**src/rtl/inst_fetch_pkg.sv**
```systemverilog
// ============================================================================
// Module : inst_fetch_pkg
// Brief  : Shared types and constants for the instruction fetch unit.
// Rev    : 1.0  initial release
// ============================================================================
`default_nettype none

package inst_fetch_pkg;

    localparam int          OPCODE_W = 6;
    localparam int          INST_W   = 32;
    localparam logic [31:0] PC_STEP  = 32'd4;

    typedef enum logic [1:0] {
        ST_IDLE = 2'd0,
        ST_REQ  = 2'd1,
        ST_HOLD = 2'd2,
        ST_ERR  = 2'd3
    } fetch_state_e;

    // Signed word offset turned into a byte offset.
    function automatic logic [31:0] word_offset(input logic [15:0] imm);
        return {{14{imm[15]}}, imm, 2'b00};
    endfunction

endpackage

`default_nettype wire

```
**src/rtl/inst_fetch_next_pc.sv**
```systemverilog
// ============================================================================
// Module : inst_fetch_next_pc
// Brief  : Combinational next-PC select (sequential / branch / optional jump).
//          Jump inputs exist only when IFETCH_JUMP_EN is defined.
// Rev    : 1.0  initial release
// ============================================================================
`default_nettype none

module inst_fetch_next_pc
    import inst_fetch_pkg::*;
(
    input  logic [31:0] pc,
    input  logic        branch,
    input  logic [15:0] imm,
`ifdef IFETCH_JUMP_EN
    input  logic        jump,
    input  logic [25:0] jump_target,
`endif
    output logic [31:0] pc_next
);

    logic [31:0] pc_plus4;
    logic [31:0] branch_target;

    always_comb begin
        pc_plus4      = pc + PC_STEP;
        branch_target = pc_plus4 + word_offset(imm);
        pc_next       = branch ? branch_target : pc_plus4;
`ifdef IFETCH_JUMP_EN
        // Jump overrides a simultaneous branch.
        if (jump) begin
            pc_next = {pc_plus4[31:28], jump_target, 2'b00};
        end
`endif
    end

endmodule

`default_nettype wire

```
**src/rtl/inst_fetch.sv**
```systemverilog
// ============================================================================
// Module : inst_fetch
// Brief  : Single-outstanding instruction fetch FSM with imem timeout.
//          Optional jump support enabled by defining IFETCH_JUMP_EN.
// Rev    : 1.0  initial release
// ============================================================================
`default_nettype none

module inst_fetch
    import inst_fetch_pkg::*;
#(
    parameter logic [31:0] RESET_PC = 32'h0000_0000,
    parameter int          TIMEOUT  = 15
) (
    input  logic                clk,
    input  logic                rst_n,
    output logic                imem_req,
    output logic [31:0]         imem_addr,
    input  logic                imem_ready,
    input  logic [INST_W-1:0]   imem_rdata,
    output logic                inst_valid,
    output logic [INST_W-1:0]   inst,
    output logic [OPCODE_W-1:0] opcode,
    output logic [31:0]         pc_out,
    input  logic                inst_ack,
    input  logic                branch_taken,
    input  logic [15:0]         branch_imm,
`ifdef IFETCH_JUMP_EN
    input  logic                jump,
    input  logic [25:0]         jump_target,
`endif
    output logic                fetch_err
);

    localparam logic [7:0]  WAIT_LAST = 8'(TIMEOUT - 1);
    localparam logic [31:0] PC_INIT   = {RESET_PC[31:2], 2'b00};

    fetch_state_e       state_q, state_d;
    logic [31:0]        pc_q, pc_d;
    logic [INST_W-1:0]  inst_q, inst_d;
    logic [31:0]        pc_out_q, pc_out_d;
    logic               inst_valid_q, inst_valid_d;
    logic               imem_req_q, imem_req_d;
    logic               fetch_err_q, fetch_err_d;
    logic [7:0]         wait_cnt_q, wait_cnt_d;
    logic [31:0]        pc_next;

    inst_fetch_next_pc u_next_pc (
        .pc          (pc_q),
        .branch      (branch_taken),
        .imm         (branch_imm),
`ifdef IFETCH_JUMP_EN
        .jump        (jump),
        .jump_target (jump_target),
`endif
        .pc_next     (pc_next)
    );

    always_comb begin
        state_d      = state_q;
        pc_d         = pc_q;
        inst_d       = inst_q;
        pc_out_d     = pc_out_q;
        inst_valid_d = inst_valid_q;
        imem_req_d   = imem_req_q;
        fetch_err_d  = fetch_err_q;
        wait_cnt_d   = wait_cnt_q;

        case (state_q)
            ST_IDLE: begin
                state_d    = ST_REQ;
                imem_req_d = 1'b1;
                wait_cnt_d = '0;
            end
            ST_REQ: begin
                if (imem_ready) begin
                    inst_d       = imem_rdata;
                    pc_out_d     = pc_q;
                    inst_valid_d = 1'b1;
                    imem_req_d   = 1'b0;
                    state_d      = ST_HOLD;
                end else begin
                    wait_cnt_d = wait_cnt_q + 8'd1;
                    // Ready on the last allowed cycle wins; otherwise give up.
                    if (wait_cnt_q == WAIT_LAST) begin
                        imem_req_d  = 1'b0;
                        fetch_err_d = 1'b1;
                        state_d     = ST_ERR;
                    end
                end
            end
            ST_HOLD: begin
                if (inst_ack) begin
                    pc_d         = pc_next;
                    inst_valid_d = 1'b0;
                    imem_req_d   = 1'b1;
                    wait_cnt_d   = '0;
                    state_d      = ST_REQ;
                end
            end
            ST_ERR: begin
                imem_req_d   = 1'b0;
                inst_valid_d = 1'b0;
                fetch_err_d  = 1'b1;
            end
            default: begin
                state_d = ST_IDLE;
            end
        endcase
    end

    always_ff @(posedge clk or negedge rst_n) begin
        if (!rst_n) begin
            state_q      <= ST_IDLE;
            pc_q         <= PC_INIT;
            inst_q       <= '0;
            pc_out_q     <= '0;
            inst_valid_q <= 1'b0;
            imem_req_q   <= 1'b0;
            fetch_err_q  <= 1'b0;
            wait_cnt_q   <= '0;
        end else begin
            state_q      <= state_d;
            pc_q         <= pc_d;
            inst_q       <= inst_d;
            pc_out_q     <= pc_out_d;
            inst_valid_q <= inst_valid_d;
            imem_req_q   <= imem_req_d;
            fetch_err_q  <= fetch_err_d;
            wait_cnt_q   <= wait_cnt_d;
        end
    end

    assign imem_req   = imem_req_q;
    assign imem_addr  = pc_q;
    assign inst_valid = inst_valid_q;
    assign inst       = inst_q;
    assign opcode     = inst_q[INST_W-1 -: OPCODE_W];
    assign pc_out     = pc_out_q;
    assign fetch_err  = fetch_err_q;

endmodule

`default_nettype wire

```
**config.mk**
```make
export PLATFORM = sky130hd
export DESIGN_NAME = inst_fetch
export DESIGN_NICKNAME = d
export VERILOG_FILES = /design/src/rtl/inst_fetch_pkg.sv /design/src/rtl/inst_fetch_next_pc.sv /design/src/rtl/inst_fetch.sv
export SDC_FILE = /design/constraint.sdc
export NUM_CORES = 1
export LEC_CHECK = 0
export CAP_MARGIN = 20
export CORE_AREA = 2 2 245 126
export CTS_CLUSTER_SIZE = 10
export DETAILED_ROUTE_END_ITERATION = 10
export DIE_AREA = 0 0 247 128
export DONT_BUFFER_PORTS = 1
export SKIP_LAST_GASP = 1
export SLEW_MARGIN = 40
export SYNTH_ARGS = -nofsm -noshare
export SYNTH_HDL_FRONTEND = slang
export SYNTH_SLANG_ARGS = --single-unit
```
**constraint.sdc**
```tcl
create_clock -name clk -period 5.51 [get_ports clk]
set_input_delay 1.102 -clock clk [delete_from_list [all_inputs] [get_ports clk]]
set_output_delay 1.102 -clock clk [all_outputs]
set_load 0.01 [all_outputs]
```
## After elaboration in Yosys (flattened, before gate mapping)

Cells that the tools add are included.

- Word-level logic and storage cells: 49
- Input bits: 53
- Output and inout bits: 105
- Bits in registers: 109

- Equality and inequality tests: 9
- Reductions and logical operators: 11
- Mux-type cells: 18
- Add/sub/neg operators: 3

Operator list:

| kind | count |
|---|---|
| $add 32x3->32 const B | 1 |
| $add 32x32->32 | 1 |
| $mux 32 | 1 |
| $pmux 8 s3 | 1 |
| $mux 8 | 2 |
| $reduce_and 3->1 | 4 |
| $add 8x1->8 const B | 1 |
| $eq 8x4->1 const B | 1 |
| $ne 2x2->1 const B | 4 |
| $mux 1 | 7 |
| $mux 2 | 3 |
| $pmux 2 s3 | 1 |
| $reduce_and 2->1 | 3 |
| $reduce_bool 3->1 | 2 |
| $eq 2x2->1 const B | 2 |
| $pmux 1 s4 | 1 |
| $ne 3x3->1 const B | 1 |
| $pmux 1 s3 | 1 |
| $eq 2x1->1 const B | 1 |
| $logic_not 2->1 | 1 |
| $pmux 1 s2 | 1 |
| $reduce_bool 2->1 | 1 |

## Depth between registers and ports, before layout

Gate-level depths: netlist of the first run.

- Word-level depth: 4
- Mapped depth: 19
- Depth with buffers taken out: 16

## Modules after synthesis

A second synthesis of the first run with hierarchy kept.

- Cell total of the unflattened synthesis: 682
- Area total of the unflattened synthesis: 7030.5 um^2

By module, submodules not included:

| module | seq. area each (um^2) | times used | area each (um^2) | cells each |
|---|---|---|---|---|
| inst_fetch | 2727.6 | 1 | 4257.8 | 275 |
| inst_fetch_next_pc | 0.0 | 1 | 2772.7 | 407 |

## Least setup slack after synthesis of the first run

No wires, ideal clock.

- Kind: register -> register
- From: register pc_q[2], in the netlist imem_addr[2]
- To: register pc_q[31], in the netlist imem_addr[31]
- Cell stages (with the launch flop): 15
- Buffers on the path: 1
- Slack: 1982 ps
- Required time: 5409 ps
- Library setup time: 101 ps
- Data arrival time: 3428 ps
- Cells stage by stage: dfrtp_1 -> ha_1 -> nand3_1 -> nor3_1 -> nand4_1 -> xnor2_1 -> ha_1 -> buf_2 -> a21oi_1 -> nand2_1 -> a41oi_1 -> a211oi_2 -> o31a_1 -> o211a_1 -> o311ai_2

- Word-level cells in the longest chain between the ends: 3

RTL lines:

| element | line | RTL |
|---|---|---|
| start: declaration | inst_fetch.sv:39 | `logic [31:0] pc_q, pc_d;` |
| start signal: assignment | inst_fetch.sv:124 | `pc_q <= pc_d;` |
| $add 32x3->32 * | inst_fetch_next_pc.sv:26 | `pc_plus4 = pc + PC_STEP;` |
| $add 32x32->32 | inst_fetch_next_pc.sv:27 | `branch_target = pc_plus4 + word_offset(imm);` |
| $mux 32 * | inst_fetch_next_pc.sv:28 | `pc_next = branch ? branch_target : pc_plus4;` |

Every way passes the cells marked *; elsewhere a longest branch is shown, timed or not.
A chain may end at the register's enable or synchronous reset.

## Worst setup path after layout of the first run

- From: register pc_q[10], in the netlist imem_addr[10]
- To: register pc_q[31], in the netlist imem_addr[31]

Same word-level chain as after synthesis.

==> results.txt, run 1 <==
Status: completed
Clk_lat worst skew: 0.37 ns
Register bit count reported by yosys: 105
GPL Wtd Cong: 0.916
R2R depth: 15
Via count: 5369
Slew HR: 57.2%
Initial Util: 22.5%
TritonCTS clock tree: built
Starting DRC count in detailed routing: 614
CP Capture Type: flop
Htree depth: 3
Largest family of logic cells by synthesized area: simple AND/OR/NAND/NOR gates
Yosys cell types: 64
DP Worst Slack: 1.43 ns
RSZ-0062 raised after global routing: no
Post-Route Utilization: 24.8%
Mean Syn Cell Area: 9.68 sq um
Setup crit start kind: flop
Peak VDD IR: 0.000188 V
Post_cts resized: 0
Ports: 158
Worst Tran Pin Value: 0.637 ns
Placed cells: 1060
Fin cells: 1075
Post-synthesis simple-gate area fraction: 16.0%
CTS root buffer: clkbuf_16
Mapped Area: 6690 sq um
Core Box Area: 29700 sq um
Mean routed wirelength per cell: 19.4 um
Nets: 765
Residual DRC: 0
Top cell type's share of synthesized area: 39.3%
Reg2reg start: imem_addr[10]
CP max FO: 9
Pwr Density: 558 nW/um^2
Antenna-violating nets left: 0
Via density: 4.99
Hold Violations, Final: 0
Final worst path period share: 76.2%
Final setup vio count: 0
Post-synthesis mux area share: 11.0%
Initial DRT Pass Iterations: 5
Final clock skew: 0.0189 ns
Worst-path clk slew: 0.08 ns
Die height: 128 um
Layout cells sized above 1: 14.9%
Sequential-to-total area share from yosys stat: 39.3%
CTS buffer count: 9
Number of post-CTS setup repair buffers: 0
Largest net degree at the start of global routing: 106
Max Root-Sink Buffers: 2
DP Area: 7080 sq um
Min Tclk post-route: 4.20 ns
Post-synthesis compound-gate area fraction: 15.4%
R2R setup slack: 1.31 ns
Leakage power: 3.17 nW
Maxcap violations: 0
Antenna diode count: 0
XOR/XNOR Fraction of Synth Area: 7.07%
Required @ worst endpoint: 5.74 ns
IO buf count: 0
Max Fclk: 238 MHz
Setup TNS: 0 ns
First-pass GRT wire length: 30900 um
Post-Synth Adder-Cell Area: 7.60%
CP Class: reg2reg
DIE WIDTH: 247 um
Row Count: 45
Dominant synthesized flop cell: dfrtp_1
Area Growth Syn to Fin: 9.96%
Synth Instances: 691
EDFF count, synth: 0
Congestion Overflow GR: 0
Total Wirelength: 20800 um
DIE AREA: 31600 sq um
Fin. max-slew vios: 0
HPWL after DPL: 16000 um
HP Class: in2async
FF-to-FF End: imem_addr[31]
Dominant cell type by area after synthesis: dfrtp_1
Hold slack: 0.422 ns
CTS Sinks: 105
Initial antenna violation count: 1
Critical Path AT: 4.43 ns
Cts hold-fix bufs: 0
Fin area: 7350 sq um
Ranking of synthesized cells by area: dfrtp_1, mux2_2, ha_1
Ys Warns: 0
Total power draw: 4.11 mW
Async S/R FF share, synth: 100%
Global Route Usage Sum: 13.1%
Number of global-route vias before repair: 4882
Setup WS post-layout: 1.31 ns
## state kept, by name, indices dropped and copies added (netlist names)
| signal | count |
|---|---|
| fetch_err | 1 |
| imem_addr | 30 |
| imem_req | 1 |
| inst | 32 |
| inst_valid | 1 |
| pc_out | 30 |
| state_q | 2 |
| wait_cnt_q | 8 |
## cells in the final DEF, fill, tap and decap left out, drive strengths merged, types with 3 or more instances in the layout
master / instances
a211oi: 4
a21o: 18
a21oi: 53
a22oi: 7
and2: 3
and3: 16
and4: 5
buf: 6
clkbuf: 10
clkinvlp: 3
conb: 4
dfrtp: 105
ha: 39
inv: 15
mux2: 61
mux2i: 5
nand2: 53
nand2b: 4
nand3: 26
nand4: 17
nor2: 50
nor2b: 5
nor3: 14
nor4: 5
o211ai: 3
o21ai: 53
o21bai: 3
xnor2: 27
xor2: 27
## final cells by class
| type | instances | area [sq um] |
|---|---|---|
| clock inverters | 5 | 40.0 |
| fillers | 3209 | 22300 |
| repair buffers | 6 | 57.6 |
| multi-input cells | 537 | 3850 |
| inverters | 13 | 48.8 |
| well taps | 399 | 499 |
| flip-flops and latches | 105 | 2630 |
| clock buffers | 10 | 229 |
## layer usage
layer  track usage (%)  vias to the layer above  routed length [um]
met5                 0                        -                   0
met4              2.27                        0                 140
met3              5.65                       13                2520
met2              16.3                      239                7770
met1              20.3                     2671               10400
li1                  -                     2446                   -
## synth_stat cells (all sizes together), types with 5 or more instances
| cell type | instances |
|---|---|
| dfrtp | 105 |
| mux2 | 61 |
| a21oi | 53 |
| nand2 | 53 |
| o21ai | 53 |
| nor2 | 50 |
| ha | 39 |
| xnor2 | 27 |
| xor2 | 27 |
| nand3 | 26 |
| clkbuf | 23 |
| a21o | 18 |
| nand4 | 17 |
| and3 | 16 |
| buf | 16 |
| nor3 | 14 |
| inv | 13 |
| a22oi | 7 |
| and4 | 5 |
| mux2i | 5 |
| nor2b | 5 |
| nor4 | 5 |
## worst max path at each step
stage / start / endpoint / slack (ns) / depth (start not counted)
after floorplan: imem_addr[2] / imem_addr[31] / 1.98 / 14
after global placement: imem_addr[2] / imem_addr[31] / 1.42 / 17
after detailed placement: imem_addr[2] / imem_addr[31] / 1.43 / 17
after CTS: imem_addr[2] / imem_addr[31] / 1.39 / 16
after global routing: imem_addr[10] / imem_addr[31] / 0.99 / 15
final: imem_addr[10] / imem_addr[31] / 1.31 / 15
## cell families after synthesis
family,after synthesis
xor gates and xnor gates,54
DFF,105
AOI/OAI and AO/OA,166
buffers and inverters,52
and+or+nand+nor,207
muxes,66
other,1
adders and majority gates,40
## worst max-delay path, stage by stage, from the launching register on
cell	delay, ns
dfrtp_1	0.56
and4_1	0.27
and3_1	0.41
nand4_1	0.23
nor3_2	0.41
xor2_1	0.13
ha_1	0.42
a21o_1	0.23
a211oi_1	0.25
o31ai_1	0.11
a21oi_1	0.16
nor2b_1	0.09
o31a_1	0.32
nor3_1	0.21
nand3b_1	0.17
o311ai_2	0.11
## report_power, final
group | internal, mW | switching (mW)
sequential | 1.10 | 0.615
combinational | 0.797 | 0.972
clock | 0.308 | 0.316
total | 2.20 | 1.90
No activity file was read; power rests on OpenSTA's default activity.
==> run 2, diff against run 1 <==
- clock period: 5.51 -> 4.2 ns (I/O delays scaled with it)
==> results.txt, run 2 (synthesized netlist as in run 1, its figures left out) <==
Slew HR: 56.3% (was 57.2%)
Starting DRC count in detailed routing: 617 (was 614)
Htree depth: 3 (unchanged)
Peak VDD IR: 0.000296 V (was 0.000188 V)
Largest net degree at the start of global routing: 106 (unchanged)
Placed cells: 1083 (was 1060)
Final clock skew: 0.00872 ns (was 0.0189 ns)
Congestion Overflow GR: 0 (unchanged)
Worst-path clk slew: 0.07 ns (was 0.08 ns)
Fin. max-slew vios: 0 (unchanged)
Min Tclk post-route: 3.88 ns (was 4.20 ns)
Pwr Density: 734 nW/um^2 (was 558 nW/um^2)
Fin cells: 1100 (was 1075)
Die height: 128 um (unchanged)
Max Fclk: 258 MHz (was 238 MHz)
Reg2reg start: imem_addr[2] (was imem_addr[10])
Row Count: 45 (unchanged)
Final setup vio count: 0 (unchanged)
Status: completed (unchanged)
Critical Path AT: 4.11 ns (was 4.43 ns)
R2R depth: 14 (was 15)
CTS root buffer: clkbuf_16 (unchanged)
HPWL after DPL: 16100 um (was 16000 um)
Initial Util: 22.5% (unchanged)
Setup TNS: 0 ns (unchanged)
Initial DRT Pass Iterations: 5 (unchanged)
Total Wirelength: 20800 um (about the same)
CTS buffer count: 9 (unchanged)
Required @ worst endpoint: 4.43 ns (was 5.74 ns)
GPL Wtd Cong: 0.964 (was 0.916)
Max reg flops: 32 (unchanged)
Fillers: 3195 (was 3209)
Maxcap violations: 0 (unchanged)
FF-to-FF End: imem_addr[18] (was imem_addr[31])
Antenna-violating nets left: 0 (unchanged)
Final worst path period share: 92.4% (was 76.2%)
Layout cells sized above 1: 17.7% (was 14.9%)
Mean routed wirelength per cell: 18.9 um (was 19.4 um)
Number of global-route vias before repair: 4992 (was 4882)
Max Root-Sink Buffers: 2 (unchanged)
Area Growth Syn to Fin: 12.6% (was 9.96%)
R2R setup slack: 0.32 ns (was 1.31 ns)
TritonCTS clock tree: built (unchanged)
Worst Tran Pin Value: 0.655 ns (was 0.637 ns)
CTS Sinks: 105 (unchanged)
Crit path from: imem_addr[2] (was imem_addr[10])
First-pass GRT wire length: 31600 um (was 30900 um)
IO buf count: 0 (unchanged)
Total power draw: 5.52 mW (was 4.11 mW)
DP Worst Slack: 0.351 ns (was 1.43 ns)
Via count: 5375 (was 5369)
CP Capture Type: flop (unchanged)
Initial antenna violation count: 2 (was 1)
DIE AREA: 31600 sq um (unchanged)
Most frequent cells in the layout: dfrtp_1, mux2_2, nand2_1, a21oi_1, o21ai_0 (unchanged)
Core Box Area: 29700 sq um (unchanged)
Clk_lat worst skew: 0.36 ns (was 0.37 ns)
Nets: 788 (was 765)
Ports: 158 (unchanged)
HP Class: in2async (unchanged)
Residual DRC: 0 (unchanged)
Setup crit start kind: flop (unchanged)
Most frequent standard cell in the layout excluding fill and tap cells: dfrtp_1 (unchanged)
CP Class: reg2reg (unchanged)
End of the critical path: imem_addr[18] (was imem_addr[31])
CP max FO: 8 (was 9)
Via density: 4.89 (was 4.99)
Global Route Usage Sum: 13.3% (was 13.1%)
Hold Violations, Final: 0 (unchanged)
Leakage power: 3.30 nW (was 3.17 nW)
Setup WS post-layout: 0.321 ns (was 1.31 ns)
RSZ-0062 raised after global routing: no (unchanged)
DIE WIDTH: 247 um (unchanged)
run 2: power breakdown:
part	switching (mW)	internal, mW
logic	1.57	1.17
registers	0.547	1.44
clock network	0.395	0.401
total	2.51	3.01
run 2: how the worst min path moves through the flow:
stage / slack [ns] / end / from
2_1_floorplan: 0.50 / wait_cnt_q[7] / wait_cnt_q[7]
3_3_place_gp: 0.52 / wait_cnt_q[7] / wait_cnt_q[7]
3_5_place_dp: 0.52 / wait_cnt_q[7] / wait_cnt_q[7]
4_1_cts: 0.15 / pc_out[18] / rst_n
5_1_grt: 0.14 / inst[14] / rst_n
6_report: 0.17 / pc_out[12] / rst_n
run 2: per-layer routing:
metal	vias up	part of all wire [%]	track usage, %
li1	2489	-	-
met1	2624	50	20.4
met2	249	37	16.7
met3	13	12	6.05
met4	0	0.94	2.13
met5	-	0	0
run 2: area by class of cell:
| cell class | instances | area, sq um | share of cell area (%) |
|---|---|---|---|
| multi-input cells | 537 | 3850 | 51.2 |
| flip-flops and latches | 105 | 2630 | 34.9 |
| diodes | 1 | 2.50 | 0.0333 |
| inverters | 13 | 48.8 | 0.648 |
| clock buffers | 11 | 233 | 3.09 |
| well taps | 399 | 499 | 6.63 |
| clock inverters | 5 | 32.5 | 0.432 |
| repair buffers | 29 | 230 | 3.06 |
run 2: per-stage QoR:
step | hold WS (ns) | utilization (%) | area [sq um]
2_1_floorplan | 0.496 | - | 6700
3_3_place_gp | 0.522 | 24.4 | 7230
3_5_place_dp | 0.521 | 24.4 | 7250
4_1_cts | 0.146 | 25.3 | 7520
5_1_grt | 0.136 | 25.4 | 7530
6_report | 0.174 | 25.4 | 7530
run 2: worst max-delay path, stage by stage, from the launching register on:
cell and delay [ns]:
dfrtp_1 0.46, ha_1 0.20, nand2_1 0.15, nor2_1 0.34, nand3_1 0.14, xnor2_1 0.27, ha_1 0.39, nand4_1 0.16
o221ai_1 0.13, a21oi_1 0.50, o21ai_0 0.31, xnor2_1 0.21, nor2_1 0.06, a21oi_1 0.29, o21ai_0 0.12
run 2: timing repair:
item,4_1_cts,5_1_grt
endpoints found under the setup margin,0,1
hold buffers,0,0
hold endpoints to repair,0,0
gates resized for setup,0,2
setup buffers,0,0
